===== config.mk =====
export PLATFORM = sky130hd
export DESIGN_NAME = decode_stage
export DESIGN_NICKNAME = d
export VERILOG_FILES = /design/src/rtl/decode_stage.sv
export SDC_FILE = /design/constraint.sdc
export NUM_CORES = 1
export LEC_CHECK = 0
export ABC_AREA = 1
export BUFFER_PORTS_ARGS = -buffer_cell sky130_fd_sc_hd__buf_2
export CAP_MARGIN = 20
export CORE_MARGIN = 8
export CORE_UTILIZATION = 35
export DETAILED_ROUTE_END_ITERATION = 16
export REMOVE_ABC_BUFFERS = 1
export SYNTH_ARGS = -nofsm -noshare
export SYNTH_HDL_FRONTEND = slang
export SYNTH_SLANG_ARGS = --single-unit

===== constraint.sdc =====
create_clock -name i_clk -period 3.61 [get_ports i_clk]
set_input_delay 0.722 -clock i_clk [delete_from_list [all_inputs] [get_ports i_clk]]
set_output_delay 0.722 -clock i_clk [all_outputs]
set_load 0.02 [all_outputs]

===== src/rtl/decode_stage.sv =====
// decode_stage: registered RV32I decode between fetch and execute, with valid/ready on both sides
// and a per-register pending-write scoreboard that holds issue on RAW and counter-saturation hazards.
// Optional feature macro: DECODE_STAGE_RV32M_EN (adds M-extension OP decode and the o_mdu port).
module decode_stage #(
    parameter int unsigned PC_W   = 32,
    parameter int unsigned PEND_W = 2
) (
    input  logic            i_clk,
    input  logic            i_rst_n,
    input  logic            i_valid,
    output logic            o_ready,
    input  logic [31:0]     i_instr,
    input  logic [PC_W-1:0] i_pc,
    input  logic            i_flush,
    input  logic            i_wb_valid,
    input  logic [4:0]      i_wb_rd,
    output logic            o_valid,
    input  logic            i_ready,
    output logic [PC_W-1:0] o_pc,
    output logic [31:0]     o_immediate,
    output logic [4:0]      o_opcode,
    output logic [2:0]      o_funct3,
    output logic [6:0]      o_funct7,
    output logic [4:0]      o_rsa,
    output logic [4:0]      o_rsb,
    output logic [4:0]      o_rd,
    output logic            o_alu_pc,
    output logic            o_alu_imm,
    output logic            o_alu_en,
    output logic            o_ma_wr,
    output logic            o_ma_rd,
    output logic            o_wb_en,
    output logic            o_system,
    output logic [1:0]      o_wb_mux,
    output logic            o_illegal,
`ifdef DECODE_STAGE_RV32M_EN
    output logic            o_mdu,
`endif
    output logic            o_sb_err
);

    localparam int unsigned XLEN  = 32;
    localparam int unsigned REG_W = 5;
    localparam int unsigned NREGS = 32;

    localparam logic [4:0] OPC_LOAD   = 5'b00000;
    localparam logic [4:0] OPC_OP_IMM = 5'b00100;
    localparam logic [4:0] OPC_AUIPC  = 5'b00101;
    localparam logic [4:0] OPC_STORE  = 5'b01000;
    localparam logic [4:0] OPC_OP     = 5'b01100;
    localparam logic [4:0] OPC_LUI    = 5'b01101;
    localparam logic [4:0] OPC_BRANCH = 5'b11000;
    localparam logic [4:0] OPC_JALR   = 5'b11001;
    localparam logic [4:0] OPC_JAL    = 5'b11011;
    localparam logic [4:0] OPC_SYSTEM = 5'b11100;

    localparam logic [PEND_W-1:0] PEND_MAX = '1;

    typedef struct packed {
        logic [PC_W-1:0]  pc;
        logic [XLEN-1:0]  imm;
        logic [4:0]       opcode;
        logic [2:0]       funct3;
        logic [6:0]       funct7;
        logic [REG_W-1:0] rsa;
        logic [REG_W-1:0] rsb;
        logic [REG_W-1:0] rd;
        logic             alu_pc;
        logic             alu_imm;
        logic             alu_en;
        logic             ma_wr;
        logic             ma_rd;
        logic             wb_en;
        logic             system;
        logic [1:0]       wb_mux;
        logic             illegal;
`ifdef DECODE_STAGE_RV32M_EN
        logic             mdu;
`endif
        logic             use_rsa;
        logic             use_rsb;
    } bundle_t;

    logic [4:0] opc;
    logic [6:0] f7;
    logic       is_load, is_op_imm, is_auipc, is_store, is_op;
    logic       is_lui, is_branch, is_jalr, is_jal, is_system;
    logic       legal_opc, f7_ok, illegal;
    logic [XLEN-1:0] imm;
    bundle_t    dec_bundle;

    bundle_t    bundle_q, bundle_d;
    logic       q_valid_q, q_valid_d;
    logic       sb_err_q, sb_err_d;
    logic [NREGS-1:0][PEND_W-1:0] pend_q, pend_d;

    logic       hazard, valid_c, ready_c, issue, load;
    logic       inc_hit, dec_hit;

    assign opc       = i_instr[6:2];
    assign f7        = i_instr[31:25];
    assign is_load   = (opc == OPC_LOAD);
    assign is_op_imm = (opc == OPC_OP_IMM);
    assign is_auipc  = (opc == OPC_AUIPC);
    assign is_store  = (opc == OPC_STORE);
    assign is_op     = (opc == OPC_OP);
    assign is_lui    = (opc == OPC_LUI);
    assign is_branch = (opc == OPC_BRANCH);
    assign is_jalr   = (opc == OPC_JALR);
    assign is_jal    = (opc == OPC_JAL);
    assign is_system = (opc == OPC_SYSTEM);
    assign legal_opc = is_load | is_op_imm | is_auipc | is_store | is_op
                     | is_lui | is_branch | is_jalr | is_jal | is_system;

`ifdef DECODE_STAGE_RV32M_EN
    logic mdu_word;
    assign mdu_word = is_op && (f7 == 7'b0000001) && (i_instr[1:0] == 2'b11);
    assign f7_ok    = (f7 == 7'b0000000) || (f7 == 7'b0100000) || (f7 == 7'b0000001);
`else
    assign f7_ok    = (f7 == 7'b0000000) || (f7 == 7'b0100000);
`endif

    assign illegal = (i_instr[1:0] != 2'b11) || !legal_opc || (is_op && !f7_ok);

    // Immediate selected by instruction format; R-type and unknown opcodes give 0
    always_comb begin
        imm = '0;
        if (is_lui || is_auipc) begin
            imm = {i_instr[31:12], 12'b0};
        end else if (is_jal) begin
            imm = {{12{i_instr[31]}}, i_instr[19:12], i_instr[20], i_instr[30:21], 1'b0};
        end else if (is_branch) begin
            imm = {{20{i_instr[31]}}, i_instr[7], i_instr[30:25], i_instr[11:8], 1'b0};
        end else if (is_store) begin
            imm = {{21{i_instr[31]}}, i_instr[30:25], i_instr[11:7]};
        end else if (is_load || is_op_imm || is_jalr || is_system) begin
            imm = {{21{i_instr[31]}}, i_instr[30:20]};
        end
    end

    // Full decode of the incoming word into a candidate bundle
    always_comb begin
        dec_bundle         = '0;
        dec_bundle.pc      = i_pc;
        dec_bundle.imm     = imm;
        dec_bundle.opcode  = opc;
        dec_bundle.funct3  = i_instr[14:12];
        dec_bundle.funct7  = f7;
        dec_bundle.rsa     = is_lui ? '0 : i_instr[19:15];
        dec_bundle.rsb     = i_instr[24:20];
        dec_bundle.rd      = i_instr[11:7];
        dec_bundle.alu_pc  = is_jal || is_auipc || is_branch;
        dec_bundle.alu_imm = !is_op;
        dec_bundle.alu_en  = is_op || is_op_imm;
        dec_bundle.ma_wr   = is_store && !illegal;
        dec_bundle.ma_rd   = is_load && !illegal;
        dec_bundle.wb_en   = !(is_store || is_branch) && !illegal;
        dec_bundle.system  = is_system;
        dec_bundle.wb_mux  = is_load ? 2'b01 : ((is_jal || is_jalr) ? 2'b10 : 2'b00);
        dec_bundle.illegal = illegal;
`ifdef DECODE_STAGE_RV32M_EN
        dec_bundle.mdu     = mdu_word;
`endif
        dec_bundle.use_rsa = !(is_lui || is_auipc || is_jal);
        dec_bundle.use_rsb = is_branch || is_store || is_op;
    end

    // Hazard check on registered counters only, so a writeback releases a source one cycle later
    assign hazard = (bundle_q.use_rsa && (bundle_q.rsa != '0) && (pend_q[bundle_q.rsa] != '0))
                 || (bundle_q.use_rsb && (bundle_q.rsb != '0) && (pend_q[bundle_q.rsb] != '0))
                 || (bundle_q.wb_en && (bundle_q.rd != '0) && (pend_q[bundle_q.rd] == PEND_MAX));

    assign valid_c = q_valid_q && !hazard && !i_flush;
    assign ready_c = !i_flush && (!q_valid_q || (valid_c && i_ready));
    assign issue   = valid_c && i_ready;
    assign load    = i_valid && ready_c;

    // Next-state: bundle capture, occupancy, and scoreboard counters
    always_comb begin
        bundle_d  = bundle_q;
        q_valid_d = q_valid_q;
        pend_d    = pend_q;
        sb_err_d  = sb_err_q;
        inc_hit   = 1'b0;
        dec_hit   = 1'b0;
        if (load) begin
            bundle_d = dec_bundle;
        end
        if (i_flush) begin
            q_valid_d = 1'b0;
        end else if (load) begin
            q_valid_d = 1'b1;
        end else if (issue) begin
            q_valid_d = 1'b0;
        end
        for (int unsigned r = 1; r < NREGS; r++) begin
            inc_hit = issue && bundle_q.wb_en && (bundle_q.rd == REG_W'(r));
            dec_hit = i_wb_valid && (i_wb_rd == REG_W'(r));
            if (inc_hit && !dec_hit) begin
                pend_d[r] = pend_q[r] + PEND_W'(1);
            end else if (dec_hit && !inc_hit) begin
                if (pend_q[r] == '0) begin
                    sb_err_d = 1'b1;
                end else begin
                    pend_d[r] = pend_q[r] - PEND_W'(1);
                end
            end
        end
    end

    // State registers with synchronous active-low reset
    always_ff @(posedge i_clk) begin
        if (!i_rst_n) begin
            bundle_q  <= '0;
            q_valid_q <= 1'b0;
            pend_q    <= '0;
            sb_err_q  <= 1'b0;
        end else begin
            bundle_q  <= bundle_d;
            q_valid_q <= q_valid_d;
            pend_q    <= pend_d;
            sb_err_q  <= sb_err_d;
        end
    end

    assign o_valid     = valid_c;
    assign o_ready     = ready_c;
    assign o_pc        = bundle_q.pc;
    assign o_immediate = bundle_q.imm;
    assign o_opcode    = bundle_q.opcode;
    assign o_funct3    = bundle_q.funct3;
    assign o_funct7    = bundle_q.funct7;
    assign o_rsa       = bundle_q.rsa;
    assign o_rsb       = bundle_q.rsb;
    assign o_rd        = bundle_q.rd;
    assign o_alu_pc    = bundle_q.alu_pc;
    assign o_alu_imm   = bundle_q.alu_imm;
    assign o_alu_en    = bundle_q.alu_en;
    assign o_ma_wr     = bundle_q.ma_wr;
    assign o_ma_rd     = bundle_q.ma_rd;
    assign o_wb_en     = bundle_q.wb_en;
    assign o_system    = bundle_q.system;
    assign o_wb_mux    = bundle_q.wb_mux;
    assign o_illegal   = bundle_q.illegal;
`ifdef DECODE_STAGE_RV32M_EN
    assign o_mdu       = bundle_q.mdu;
`endif
    assign o_sb_err    = sb_err_q;

endmodule


==> insert_results.sql <==
INSERT INTO impl_metrics (metric_group, metric, value, unit) VALUES
('outcome', 'run_status', 'finished, final reports clean', ''),
('floorplanning', 'top_level_ports', '182', ''),
('clock_network', 'clock_sinks', '170', ''),
('worst_setup_path', 'timing.critical_path.slowest_stage_cell', 'dfxtp_2', ''),
('global_routing', 'grt_start_max_net_pins', '82', ''),
('logic_synthesis', 'synth_seq_cells', '170', ''),
('sta', 'slew-limit-headroom', '0.5483', ''),
('route', 'drt-vias-per-instance', '4.842', ''),
('route', 'wl_met2', '17930', 'µm'),
('global_routing', 'globalRouteOverflowTotal', '0', ''),
('worst_setup_path', 'cpPeakStageDelay', '390', 'ps'),
('route', 'dr_wl_met3', '3944', 'µm'),
('worst_setup_path', 'total_buffers_and_inverters_traversed_by_the_critical_path', '3', ''),
('worst_setup_path', 'worst_path_dominant_cell_family', 'simple AND/OR/NAND/NOR gates', ''),
('power', 'design_power', '4.614', 'mW'),
('cells_and_area', 'layout.nets', '2233', ''),
('worst_setup_path', 'required_time_of_the_critical_path', '3920', 'ps'),
('route', 'detail_route.first_pass.iterations', '5', ''),
('sta', 'setup_viol', '0', ''),
('route', 'remaining_drc_errors', '0', ''),
('cells_and_area', 'layout_commonest_cell', 'nand2_1', ''),
('sta', 'least_setup_slack_across_all_paths_after_layout', '96.96', 'ps'),
('worst_setup_path', 'critical_path.endpoint_type', 'flop', ''),
('logic_synthesis', 'synth_warnings', '0', ''),
('worst_setup_path', 'arrival', '3830', 'ps'),
('floorplanning', 'die_h', '200.1', 'µm'),
('logic_synthesis', 'ys_seq_area_frac', '0.2870', ''),
('cells_and_area', 'multi_input_area', '6376', 'µm²'),
('power', 'clock_power_share', '0.394', ''),
('sta', 'layout_min_cycle_time', '3513', 'ps'),
('global_routing', 'initial_antenna_violation_count', '9', ''),
('clock_network', 'cts_inserted_buffers', '17', ''),
('worst_setup_path', 'critPathMostFrequentCell', 'nand2_1', ''),
('run', 'max_cap_violations', '0', ''),
('worst_setup_path', 'worstSetupStartpointType', 'flop', ''),
('placed_design', 'port_buffers', '181', ''),
('global_routing', 'grt_use_total', '0.2038', ''),
('floorplanning', 'die_area', '40030', 'µm²'),
('floorplanning', 'floorplan.initialDensity', '0.3545', ''),
('worst_setup_path', 'critical_path_maximum_fanout', '16', ''),
('power', 'combPwrFrac', '0.173', ''),
('power', 'seqPwrFrac', '0.434', ''),
('logic_synthesis', 'ys_types', '37', ''),
('route', 'antenna_violating_nets_post_route', '0', ''),
('sta', 'fin_skew', '12.16', 'ps'),
('sta', 'timing.hold.ws', '466.7', 'ps'),
('cells_and_area', 'drive_gt1_frac', '0.2106', ''),
('cells_and_area', 'final_standard_cell_area_without_fillers', '14200', 'µm²'),
('floorplanning', 'placementRows', '67', ''),
('min_path', 'holdCritPathClass', 'reg2reg', ''),
('global_routing', 'wire_length_of_the_first_global_routing_pass', '63580', 'µm'),
('clock_network', 'cts_htree_levels', '4', ''),
('clock_network', 'clock_path_buffers', '2', ''),
('cells_and_area', 'total_of_fill_cells_in_the_finished_design', '3620', ''),
('route', 'wl_met1', '18110', 'µm'),
('clock_network', 'tritoncts', 'done', ''),
('clock_network', 'clk-insertion-delay-late', '450', 'ps'),
('route', 'wl', '40980', 'µm'),
('logic_synthesis', 'synthesis.area', '11860', 'µm²'),
('power', 'internal_power', '3.138', 'mW'),
('sta', 'slew_of_the_pin_with_the_lowest_slew_margin', '677.5', 'ps'),
('worst_setup_path', 'setup.worst_path.class', 'reg2reg', ''),
('power', 'netSwitchingPower', '1.476', 'mW'),
('power', 'ir_worst_vdd', '0.3419', 'mV'),
('placed_design', 'pre_cts_slack', '-61.48', 'ps'),
('placed_design', 'gpl.final_weighted_congestion', '0.9638', ''),
('logic_synthesis', 'synthesis.instances', '1913', ''),
('sta', 'finalMaxSlewViolations', '0', ''),
('sta', 'grt_setup_unrepaired', 'true', ''),
('route', 'highest_layer', 'met5', ''),
('sta', 'final.period_utilization', '0.9731', '');
[power by group through the flow]
| stage | Sequential (mW) | Clock, mW | Combinational, mW |
|---|---|---|---|
| final | 2.00 | 1.82 | 0.796 |
| after global routing | 2.01 | 1.92 | 0.886 |
| after CTS | 2.00 | 1.85 | 0.783 |
| after detailed placement | 2.04 | 0 | 0.779 |
| after global placement | 2.04 | 0 | 0.774 |
| after floorplan | 2.14 | 0 | 0.337 |
[synthesized netlist by cell type, drive strengths merged]
library cell,number,area share
nand2,454,0.14
nor2,356,0.11
inv,311,0.098
dfxtp,170,0.29
buf,140,0.085
a21oi,87,0.037
nand4,63,0.033
ha,62,0.065
nand3,56,0.024
o21ai,46,0.019
nor3,43,0.022
a211oi,33,0.021
clkbuf,28,0.0089
or2,10,0.0053
o211ai,9,0.0057
a41oi,6,0.0044
a32o,5,0.0042
maj3,5,0.0042
a221oi,4,0.0030
a22oi,4,0.0025
a31oi,4,0.0021
nor4,4,0.0021
a311oi,3,0.0022
clkinv,3,0.00095
a2111oi,2,0.0015
xnor2,2,0.0015
a31o,1,0.00074
o2111ai,1,0.00074
o21a,1,0.00063
[cell type report]
class | count | share of cell area
Timing Repair Buffer | 332 | 0.1491
Tap cell | 448 | 0.03949
Clock buffer | 21 | 0.03243
Antenna cell | 1 | 0.0001763
Inverter | 314 | 0.08347
Clock inverter | 10 | 0.006081
Sequential cell | 170 | 0.2401
Multi-Input combinational cell | 1261 | 0.4491
[final timing paths]
check | startpoint | end | slack, ps | cells after the start
setup / recovery | o_rd[0] | o_sb_err | 100 | 25
hold / removal | o_wb_mux[0] | o_wb_mux[0] | 470 | 2
setup reg to reg | o_rd[0] | o_sb_err | 100 | 25
hold reg to reg | o_wb_mux[0] | o_wb_mux[0] | 470 | 2
[metal layers]
metal,up-vias,GRT usage
li1,6246,-
met1,5657,0.2643
met2,405,0.3156
met3,57,0.07024
met4,16,0.06104
met5,-,0
[repair_timing]
action / in CTS / in global routing
gates resized for setup: 1 / 56
pin swaps: 0 / 9
buffers inserted: 0 / 2
gates cloned: 0 / 0
endpoints found under the setup margin: 1 / 14
[stage by stage]
stage / util / cells
global route: 0.4243 / 2556
CTS: 0.4173 / 2554
detailed placement: 0.4008 / 2523
finish: 0.4244 / 2557
global placement: 0.4008 / 2523
floorplan: - / 1745
[kinds of logic after synthesis]
family / synth area share
AND/OR/NAND/NOR: 0.3443
buffers and inverters: 0.1929
AO/OA/AOI/OAI: 0.1048
flip-flops: 0.2870
adder cells (fa/ha/maj): 0.06963
XOR/XNOR: 0.001477
[worst min-delay path, delay by kind of cell (launching register included)]
family,cells,cell delay (ps)
flops,1,310
simple gates,1,60
compound gates,1,50
[registers in the layout, summed over array words and instances (netlist names), 2 cells and up]
signal	count
pend_q	62
o_immediate	32
o_pc	32
o_funct7	7
o_opcode	5
o_rd	5
o_rsa	5
o_rsb	5
o_funct3	3
bundle_q	2
o_wb_mux	2
Power figures use the tool's default switching activity.
